$ cat config.mk
export PLATFORM = sky130hd
export DESIGN_NAME = instr_fetch_flat
export DESIGN_NICKNAME = d
export VERILOG_FILES = /design/src/rtl/cpu_pkg.sv /design/src/rtl/instr_fetch_if.sv /design/src/rtl/fetch_fifo.sv /design/src/rtl/instr_fetch.sv /design/src/flat_wrapper.sv
export SDC_FILE = /design/constraint.sdc
export NUM_CORES = 1
export LEC_CHECK = 0
export CAP_MARGIN = 10
export CORE_UTILIZATION = 46
export CTS_CLUSTER_DIAMETER = 80
export CTS_CLUSTER_SIZE = 25
export DETAILED_ROUTE_END_ITERATION = 6
export HOLD_SLACK_MARGIN = 0.12
export PLACE_DENSITY = 0.82
export SETUP_SLACK_MARGIN = 0.15
export SYNTH_ARGS = -nofsm -noshare
export SYNTH_HDL_FRONTEND = slang
export SYNTH_SLANG_ARGS = --single-unit
$ cat constraint.sdc
create_clock -name clk -period 1.65 [get_ports clk]
set_clock_uncertainty 0.1 [all_clocks]
set_input_delay 0.165 -clock clk [delete_from_list [all_inputs] [get_ports clk]]
set_output_delay 0.165 -clock clk [all_outputs]
set_load 0.02 [all_outputs]
$ cat src/rtl/cpu_pkg.sv
// cpu_pkg: shared widths, opcodes and fetch FSM state for the CPU front end
package cpu_pkg;
    localparam int PC_W = 8;
    localparam int INSTR_W = 16;
    localparam logic [3:0] OP_R_LOGIC = 4'b0000;
    localparam logic [3:0] OP_R_UNARY = 4'b0001;
    localparam logic [3:0] OP_JUMP    = 4'b0011;
    localparam logic [3:0] OP_BEQ     = 4'b0100;
    localparam logic [3:0] OP_LOAD    = 4'b0111;
    localparam logic [3:0] OP_STORE   = 4'b1000;
    typedef enum logic [1:0] {IDLE, REQ, WAIT} fetch_state_t;
endpackage

$ cat src/rtl/instr_fetch_if.sv
// instr_fetch_if: instruction-memory and decode-side handshakes of the fetch unit
interface instr_fetch_if #(
    parameter int PC_W = cpu_pkg::PC_W,
    parameter int INSTR_W = cpu_pkg::INSTR_W
);
    logic               imem_req;
    logic [PC_W-1:0]    imem_addr;
    logic               imem_gnt;
    logic               imem_rvalid;
    logic [INSTR_W-1:0] imem_rdata;
    logic               pc_src;
    logic [PC_W-1:0]    pc_target;
    logic               instr_valid;
    logic               instr_ready;
    logic [INSTR_W-1:0] instr;
    logic [PC_W-1:0]    instr_pc;
    logic [3:0]         op;
    logic [3:0]         func3;
    modport master (
        output imem_req, imem_addr, instr_valid, instr, instr_pc, op, func3,
        input  imem_gnt, imem_rvalid, imem_rdata, pc_src, pc_target, instr_ready
    );
    modport slave (
        input  imem_req, imem_addr, instr_valid, instr, instr_pc, op, func3,
        output imem_gnt, imem_rvalid, imem_rdata, pc_src, pc_target, instr_ready
    );
endinterface

$ cat src/rtl/fetch_fifo.sv
// fetch_fifo: 2-entry instruction/PC buffer with flush
module fetch_fifo #(
    parameter int PC_W = cpu_pkg::PC_W,
    parameter int INSTR_W = cpu_pkg::INSTR_W
) (
    input  logic               clk,
    input  logic               rst_n,
    input  logic               push,
    input  logic               pop,
    input  logic               flush,
    input  logic [INSTR_W-1:0] push_data,
    input  logic [PC_W-1:0]    push_pc,
    output logic [INSTR_W-1:0] head_data,
    output logic [PC_W-1:0]    head_pc,
    output logic [1:0]         count,
    output logic               full,
    output logic               empty
);
    logic [INSTR_W-1:0] data [2];
    logic [PC_W-1:0]    pcs [2];
    logic               rd_ptr, wr_ptr;
    always_ff @(posedge clk) begin
        if (!rst_n) begin
            data <= '{default: '0};
            pcs <= '{default: '0};
            rd_ptr <= 1'b0;
            wr_ptr <= 1'b0;
            count <= 2'd0;
        end else if (flush) begin
            rd_ptr <= 1'b0;
            wr_ptr <= 1'b0;
            count <= 2'd0;
        end else begin
            if (push) begin
                data[wr_ptr] <= push_data;
                pcs[wr_ptr] <= push_pc;
                wr_ptr <= ~wr_ptr;
            end
            if (pop) rd_ptr <= ~rd_ptr;
            count <= count + 2'(push) - 2'(pop);
        end
    end
    assign head_data = data[rd_ptr];
    assign head_pc = pcs[rd_ptr];
    assign full = count == 2'd2;
    assign empty = count == 2'd0;
endmodule

$ cat src/rtl/instr_fetch.sv
// instr_fetch: single-outstanding instruction fetch unit feeding a 2-entry decode buffer
module instr_fetch #(
    parameter int PC_W = cpu_pkg::PC_W,
    parameter int INSTR_W = cpu_pkg::INSTR_W,
    parameter logic [PC_W-1:0] RESET_PC = '0
) (
    input logic           clk,
    input logic           rst_n,
    instr_fetch_if.master bus
);
    import cpu_pkg::*;
    fetch_state_t       state, state_n;
    logic [PC_W-1:0]    fetch_pc, issued_pc, head_pc;
    logic [INSTR_W-1:0] head_data;
    logic [1:0]         count, count_n;
    logic               drop, flush, granted, accept, push, pop, full, empty;
    assign flush = bus.pc_src;
    assign granted = state == REQ && bus.imem_gnt;
    assign accept = state == WAIT && bus.imem_rvalid;
    assign push = accept && !drop && !flush && (!full || pop);
    assign pop = !empty && bus.instr_ready && !flush;
    assign count_n = flush ? 2'd0 : count + 2'(push) - 2'(pop);
    fetch_fifo #(.PC_W(PC_W), .INSTR_W(INSTR_W)) fifo (
        .clk      (clk),
        .rst_n    (rst_n),
        .push     (push),
        .pop      (pop),
        .flush    (flush),
        .push_data(bus.imem_rdata),
        .push_pc  (issued_pc),
        .head_data(head_data),
        .head_pc  (head_pc),
        .count    (count),
        .full     (full),
        .empty    (empty)
    );
    always_ff @(posedge clk) begin
        if (!rst_n) state <= IDLE;
        else state <= state_n;
    end
    always_comb begin
        state_n = state;
        case (state)
            IDLE:    state_n = count_n < 2'd2 ? REQ : IDLE;
            REQ:     state_n = granted ? WAIT : REQ;
            WAIT:    state_n = !accept ? WAIT : count_n < 2'd2 ? REQ : IDLE;
            default: state_n = IDLE;
        endcase
    end
    // drop marks an in-flight response that belongs to the pre-redirect stream
    always_ff @(posedge clk) begin
        if (!rst_n) begin
            fetch_pc <= RESET_PC;
            issued_pc <= '0;
            drop <= 1'b0;
        end else begin
            fetch_pc <= flush ? bus.pc_target : granted ? fetch_pc + PC_W'(1) : fetch_pc;
            issued_pc <= granted ? fetch_pc : issued_pc;
            drop <= flush ? granted || (state == WAIT && !bus.imem_rvalid) : accept ? 1'b0 : drop;
        end
    end
    always_comb begin
        bus.imem_req = state == REQ;
        bus.imem_addr = fetch_pc;
        bus.instr_valid = !empty;
        bus.instr = head_data;
        bus.instr_pc = head_pc;
        bus.op = head_data[INSTR_W-1 -: 4];
        bus.func3 = head_data[INSTR_W-5 -: 4];
    end
endmodule
$ cat src/flat_wrapper.sv
// flat-port wrapper written by rule: the top's interface ports become plain ports
module instr_fetch_flat import cpu_pkg::*;
#(
    parameter int PC_W = cpu_pkg::PC_W,
    parameter int INSTR_W = cpu_pkg::INSTR_W,
    parameter logic [PC_W-1:0] RESET_PC = '0
)
  (clk, rst_n, bus_imem_req, bus_imem_addr, bus_instr_valid, bus_instr, bus_instr_pc, bus_op, bus_func3, bus_imem_gnt, bus_imem_rvalid, bus_imem_rdata, bus_pc_src, bus_pc_target, bus_instr_ready);
  instr_fetch_if #(.PC_W(PC_W), .INSTR_W(INSTR_W)) bus_i ();
  input logic clk;
  input logic rst_n;
  output wire logic [$bits(bus_i.imem_req)-1:0] bus_imem_req;
  output wire logic [$bits(bus_i.imem_addr)-1:0] bus_imem_addr;
  output wire logic [$bits(bus_i.instr_valid)-1:0] bus_instr_valid;
  output wire logic [$bits(bus_i.instr)-1:0] bus_instr;
  output wire logic [$bits(bus_i.instr_pc)-1:0] bus_instr_pc;
  output wire logic [$bits(bus_i.op)-1:0] bus_op;
  output wire logic [$bits(bus_i.func3)-1:0] bus_func3;
  input wire logic [$bits(bus_i.imem_gnt)-1:0] bus_imem_gnt;
  input wire logic [$bits(bus_i.imem_rvalid)-1:0] bus_imem_rvalid;
  input wire logic [$bits(bus_i.imem_rdata)-1:0] bus_imem_rdata;
  input wire logic [$bits(bus_i.pc_src)-1:0] bus_pc_src;
  input wire logic [$bits(bus_i.pc_target)-1:0] bus_pc_target;
  input wire logic [$bits(bus_i.instr_ready)-1:0] bus_instr_ready;
  assign bus_imem_req = bus_i.imem_req;
  assign bus_imem_addr = bus_i.imem_addr;
  assign bus_instr_valid = bus_i.instr_valid;
  assign bus_instr = bus_i.instr;
  assign bus_instr_pc = bus_i.instr_pc;
  assign bus_op = bus_i.op;
  assign bus_func3 = bus_i.func3;
  assign bus_i.imem_gnt = bus_imem_gnt;
  assign bus_i.imem_rvalid = bus_imem_rvalid;
  assign bus_i.imem_rdata = bus_imem_rdata;
  assign bus_i.pc_src = bus_pc_src;
  assign bus_i.pc_target = bus_pc_target;
  assign bus_i.instr_ready = bus_instr_ready;
  instr_fetch #(.PC_W(PC_W), .INSTR_W(INSTR_W), .RESET_PC(RESET_PC)) u_core (.clk(clk), .rst_n(rst_n), .bus(bus_i));
endmodule
# Word-level counts from Yosys, hierarchy flattened
# Index checks and enable logic that the tools add are counted.
word_totals:
  input_bits: 30
  wordCells: 70
  out_inout_bits: 42
  reg_bits: 71
op_classes:
  n_mux: 21
  n_lt_le_gt_ge: 4
  addsub: 3
  bitwise_logic: 6
  n_eq_ne: 3
  reduce_logical: 22
op_table:
  columns: ["cell", "count"]
  rows:
  - ["$mux 16", 4]
  - ["$mux 8", 6]
  - ["$bwmux 32", 1]
  - ["$bwmux 16", 1]
  - ["$demux 16 s1", 1]
  - ["$logic_and 1x1->1", 9]
  - ["$add 8x1->8 const B", 1]
  - ["$demux 8 s1", 1]
  - ["$mux 2", 3]
  - ["$pmux 2 s3", 1]
  - ["$logic_not 1->1", 5]
  - ["$eq 2x2->1 const B", 2]
  - ["$ge 2x2->1 const B", 2]
  - ["$logic_not 2->1", 2]
  - ["$not 1->1", 4]
  - ["$not 1->2", 2]
  - ["$reduce_bool 2->1", 2]
  - ["$mux 1", 3]
  - ["$add 2x1->2", 1]
  - ["$eq 2x1->1 const B", 1]
  - ["$logic_or 1x1->1", 2]
  - ["$lt 2x1->1 const B", 1]
  - ["$lt 2x2->1 const B", 1]
  - ["$reduce_and 2->1", 1]
  - ["other kinds (2)", 2]

# Longest topological paths before layout
depth:
  ltp_word: 13
  depth_mapped: 7
  mapped_depth_nobuf: 6

# By module
# Synthesis repeated with hierarchy kept, for this count alone.
unflattened:
  cells_unflattened: 351
  area_unflattened_um2: 3309.4
modules_own_cells:
  columns: ["module", "cells_each", "seq_area_each_um2", "instances", "area_per_inst_um2"]
  rows:
  - ["fetch_fifo", 230, 1041.0, 1, 2327.2]
  - ["instr_fetch", 121, 380.4, 1, 982.2]

# Worst setup path before layout
# No wires, ideal clock.
synth_path:
  path_type: "register to register"
  startpoint: "register u_core.state[0]"
  endpoint: "register u_core.state[0]"
  path_slack_ps: -43
  period_less_slack_ps: 1693
  setup_time_ps: 116
  path_stages_with_launch: 8
  arrival_time_ps: 1476
  n_path_buf: 1
  required_time_ps: 1434
  path_cell_list: "dfxtp_1 and3b_1 buf_2 o211a_1 ha_1 inv_1 a211o_1 a31o_2"
synth_via:
  elab_chain_cells: 12
  elab_cells_between_ends: 16
  classes_between: "2 x add/sub; 1 x order compare; 2 x eq/ne; 5 x mux; 6 x reduce/logical"
synth_lines:
  columns: ["element", "line", "source"]
  rows:
  - ["from (decl)", "instr_fetch.sv:12", "fetch_state_t state, state_n;"]
  - ["from (signal assigned)", "instr_fetch.sv:39", "else state <= state_n;"]
  - ["$eq 2x2->1", "instr_fetch.sv:19, instr_fetch.sv:43", null]
  - ["$logic_and 1x1->1", "instr_fetch.sv:19", "assign accept = state == WAIT && bus.imem_rvalid;"]
  - ["$logic_and 1x1->1 (3 in series)", "instr_fetch.sv:20", "assign push = accept && !drop && !flush && (!full || pop);"]
  - ["$add 2x1->2", "instr_fetch.sv:22", "assign count_n = flush ? 2'd0 : count + 2'(push) - 2'(pop);"]
  - ["$sub 2x1->2", "instr_fetch.sv:22", null]
  - ["$mux 2", "instr_fetch.sv:22", null]
  - ["$lt 2x2->1", "instr_fetch.sv:44, instr_fetch.sv:46", null]
  - ["$mux 1", "instr_fetch.sv:44, instr_fetch.sv:46", null]
  - ["$mux 2", "instr_fetch.sv:46", "WAIT: state_n = !accept ? WAIT : count_n < 2'd2 ? REQ : IDLE;"]
  - ["$pmux 2 s3 *", "instr_fetch.sv:43", "case (state)"]
# Every way passes the cells marked *; elsewhere a longest branch is shown, timed or not.
# A chain may end at the register's enable or synchronous reset.

# Worst setup path in the final report
layout_path:
  startpoint: "register u_core.fifo.rd_ptr"
  endpoint: "output port bus_op[2]"
layout_via:
  elab_chain_cells: 4
layout_lines:
  columns: ["element", "line", "source"]
  rows:
  - ["from (decl)", "fetch_fifo.sv:21", "logic rd_ptr, wr_ptr;"]
  - ["from (signal assigned)", "fetch_fifo.sv:39", "if (pop) rd_ptr <= ~rd_ptr;"]
  - ["$not 1->2 (not written as such)", "fetch_fifo.sv:43", "assign head_data = data[rd_ptr];"]
  - ["$mux 16 (not written as such) (3 in series)", "fetch_fifo.sv:43", null]
  - ["to (decl)", "flat_wrapper.sv:17", "output wire logic [$bits(bus_i.op)-1:0] bus_op;"]
# Every way passes these cells. The select of a mux whose other input is x is not followed.

==> out/summary.md <==
## Final layout
* 45.8% — area grow syn2layout
* 0 — antenna diode count
* 0.00479 mm^2 — post-route cell area
* 0.306 — share of post-route cells with drive strength above 1
* 468 — Nets
* nand2_1, dfxtp_1, mux2i_1 — highest-count cells in the layout ignoring fill and taps
* nand2_1 — most frequent standard cell in the layout excluding fill and tap cells

## Pwr
* 0.381 — clock power share
* 742 mW/mm^2 — PwrDens
* 0.859 mW — Switching Power
* 2.70 mW — total internal power
* 0.504 — sequential share of power
* 0.116 — Comb pwr share
* 2.21 nW — Static Leak
* 0.000507 V — Max rail drop VDD
* 0.242 — fraction of power spent switching nets

## GRT
* 0.0438 — met3 global-route usage
* 0 — sum of overflow across all layers after global routing
* met2 — GRT busiest layer
* 2636 — vias in the first global route
* 12100 um — wire length of the first global-routing pass
* 0 — number of antenna violations at the first check in global routing
* 0.370 — met2 Resource Use GR
* 0.251 — GRT met1 Usage
* 0.211 — overall track demand over capacity in global routing
* 60 — maximum number of pins on one net before global-route repair

## Setup path
* u_core.state[0] — Worst R2R Start
* 6 — critical-path maximum fanout
* 70 ps — flop2flop setup slack
* bus_op[2] — crit path to
* reg2out — Setup CP Type
* u_core.state[0] — destination of the worst register-to-register timing path
* u_core.fifo.rd_ptr — origin of the worst setup path
* flop — kind of start point of the critical path
* 1380 ps — Worst Path Required
* output port — kind of capture point of the worst setup path
* 1410 ps — data arrival time at the worst-slack endpoint
* 6 — Register-to-Register Path Depth

## Synthesis
* 0 — EDFF count, synth
* 379 — Syn Nets
* 0 — Yosys warnings
* 71 — Synth Register Bits
* 9.46 um^2 — Avg Inst Size Synth
* 42 — library cells used by synthesis
* 0.433 — sequential element share of the synthesized area
* dfxtp_1 — Post-synth top flop
* 0 — Post-synth ARST share
* 0.00328 mm^2 — Post-Synthesis Cell Area
* 347 — Post-Synthesis Cells

## Clock tree
* 330 ps — insertion delay of the later-clocked pin in the worst-skew pair
* 71 — count of clock tree sinks
* 70 ps — clock slew at reported path FFs
* 9 — number of buffers created by CTS
* 3 — H-tree lvl count
* 2 — clock tree buffer depth
* clkbuf_8 — clock tree root driver cell
* done — clock tree from TritonCTS

## Floorplanning
* 86.5 um — die height
* 0.481 — initial standard-cell utilization of the core
* 0.00683 mm^2 — area inside the core boundary
* 30 — number of standard-cell rows in the floorplan
* 72 — number of top-level pins
* 86.5 um — Die X
* 0.00748 mm^2 — die area

## Routing
* 14.6 um — wire per inst
* 5 — length of the first detailed-routing pass in iterations
* 0 — total DRC errors in the routed layout
* 0 — number of nets with antenna violations after routing
* 5.15 — Avg Vias per Cell
* 7840 um — total wirelength of the detailed-routed design
* 2768 — via count of the routed design
* 74 — initial DRC count

## Flow run
* 0 — number of maximum-capacitance constraint violations

## STA
* 0 — number of pins exceeding their max-slew limit in the final report
* 0.598 GHz — peak clock frequency supported by timing
* 250 ps — final-layout worst hold slack
* true — unrepaired setup endpoints after global routing
* 0 — Hold Vio Cnt, Final
* 0.761 — Worst slew margin
* -111 ps — total negative setup slack
* 1670 ps — post-layout min period
* 7 — total setup violations reported at the end of the flow
* 354 ps — pin slew with the least headroom to its limit
* 1.01 — share of the clock period used by the worst path
* -22.5 ps — setup ws final

## Outcome
* complete, but fails checks — status
* negative setup slack — violated checks

## Placement
* 71 — Port Buf Inserts
* 0.00421 mm^2 — post-placement cell area
* 0.767 — RePlAce Congestion
* 5070 um — placed wire-length estimate

## Hold path
* in2reg — class of the tightest hold or removal check

-- per-layer routing --
metal	routed length [um]	up-vias
met4	121	0
li1	-	1373
met2	4070	56
met1	3370	1331
met5	0	-
met3	281	8
-- kinds of logic (layout without fill, tap and decap cells) --
group / after synthesis / in the layout / synth area share
adder cells (fa/ha/maj): 2 / 2 / 0.00762
flip-flops: 71 / 71 / 0.433
AND/OR/NAND/NOR: 126 / 126 / 0.176
XOR/XNOR: 3 / 3 / 0.00800
buffers and inverters: 33 / 127 / 0.0575
AO/OA/AOI/OAI: 38 / 38 / 0.0831
multiplexers: 74 / 74 / 0.235
-- through the flow --
stage	std cells	utilization	total power [mW]	setup WS, ps
floorplan	347	-	2.01	10.9
global placement	510	0.617	2.20	-234
detailed placement	510	0.617	2.21	-337
CTS	535	0.651	3.55	-52.8
global route	537	0.701	3.70	-55.9
finish	537	0.701	3.56	-22.5
-- what timing repair did --
action,in CTS,in global routing
pin swaps,3,4
endpoints found under the setup margin,87,70
gates cloned,3,1
hold endpoints to repair,4,0
buffers inserted,5,1
resized for setup,175,93
hold buffers,1,0
-- power groups by stage --
stage | Combinational, mW | Clock (mW) | Sequential, mW
after floorplan | 0.169 | 0 | 1.84
final | 0.412 | 1.35 | 1.79
after global placement | 0.379 | 0 | 1.82
after detailed placement | 0.388 | 0 | 1.83
after global routing | 0.442 | 1.46 | 1.79
after CTS | 0.386 | 1.38 | 1.78
-- state kept, by name, indices dropped and copies added (netlist names) --
name                  cells
u_core.bus.imem_addr      8
u_core.fifo.data         32
u_core.drop               1
u_core.fifo.rd_ptr        1
u_core.fifo.count         2
u_core.state              2
u_core.issued_pc          8
u_core.fifo.pcs          16
u_core.fifo.wr_ptr        1
-- worst min-delay path by stage --
stage	from	endpoint	depth (start not counted)	slack [ps]
after floorplan	bus_imem_rdata[0]	u_core.fifo.data[0]	2	230
after global placement	u_core.fifo.data[10]	u_core.fifo.data[10]	2	340
after detailed placement	u_core.fifo.data[1]	u_core.fifo.data[1]	2	350
after CTS	bus_pc_src	u_core.drop	3	210
after global routing	bus_pc_src	u_core.drop	3	240
final	bus_pc_src	u_core.drop	3	250
-- worst max-delay path, stage by stage, from the launching register on --
cell,delay (ps)
dfxtp_4,430
clkbuf_16,180
mux2_4,320
buf_6,140
-- synthesized netlist by cell type, types with 2 or more instances --
cell      count  area (um^2)
a21boi_0      9         67.6
a21oi_1       2         10.0
a311oi_1      2         17.5
a31oi_1       5         31.3
and2_1        3         18.8
and3b_1       3         26.3
buf_2         4         20.0
buf_4         8         60.1
buf_6         4         45.0
clkbuf_1     14         52.6
dfxtp_1      71         1420
ha_1          2         25.0
inv_1         3         11.3
mux2_2       24          270
mux2i_1      50          500
nand2_1      92          345
nand2b_1      4         25.0
nand3_1       4         20.0
nand4_1       2         12.5
nor2b_1       3         18.8
o21ai_0      13         65.1
or3_1         3         18.8
or4_1         2         15.0
xnor2_1       2         17.5
-- final cells by class --
cell class / count / area (um^2)
fillers: 516 / 2040
multi-input cells: 243 / 1830
flip-flops and latches: 71 / 1440
repair buffers: 108 / 1200
clock buffers: 12 / 145
well taps: 96 / 120
clock inverters: 4 / 45.0
inverters: 3 / 11.3
Power figures use the tool's default switching activity.
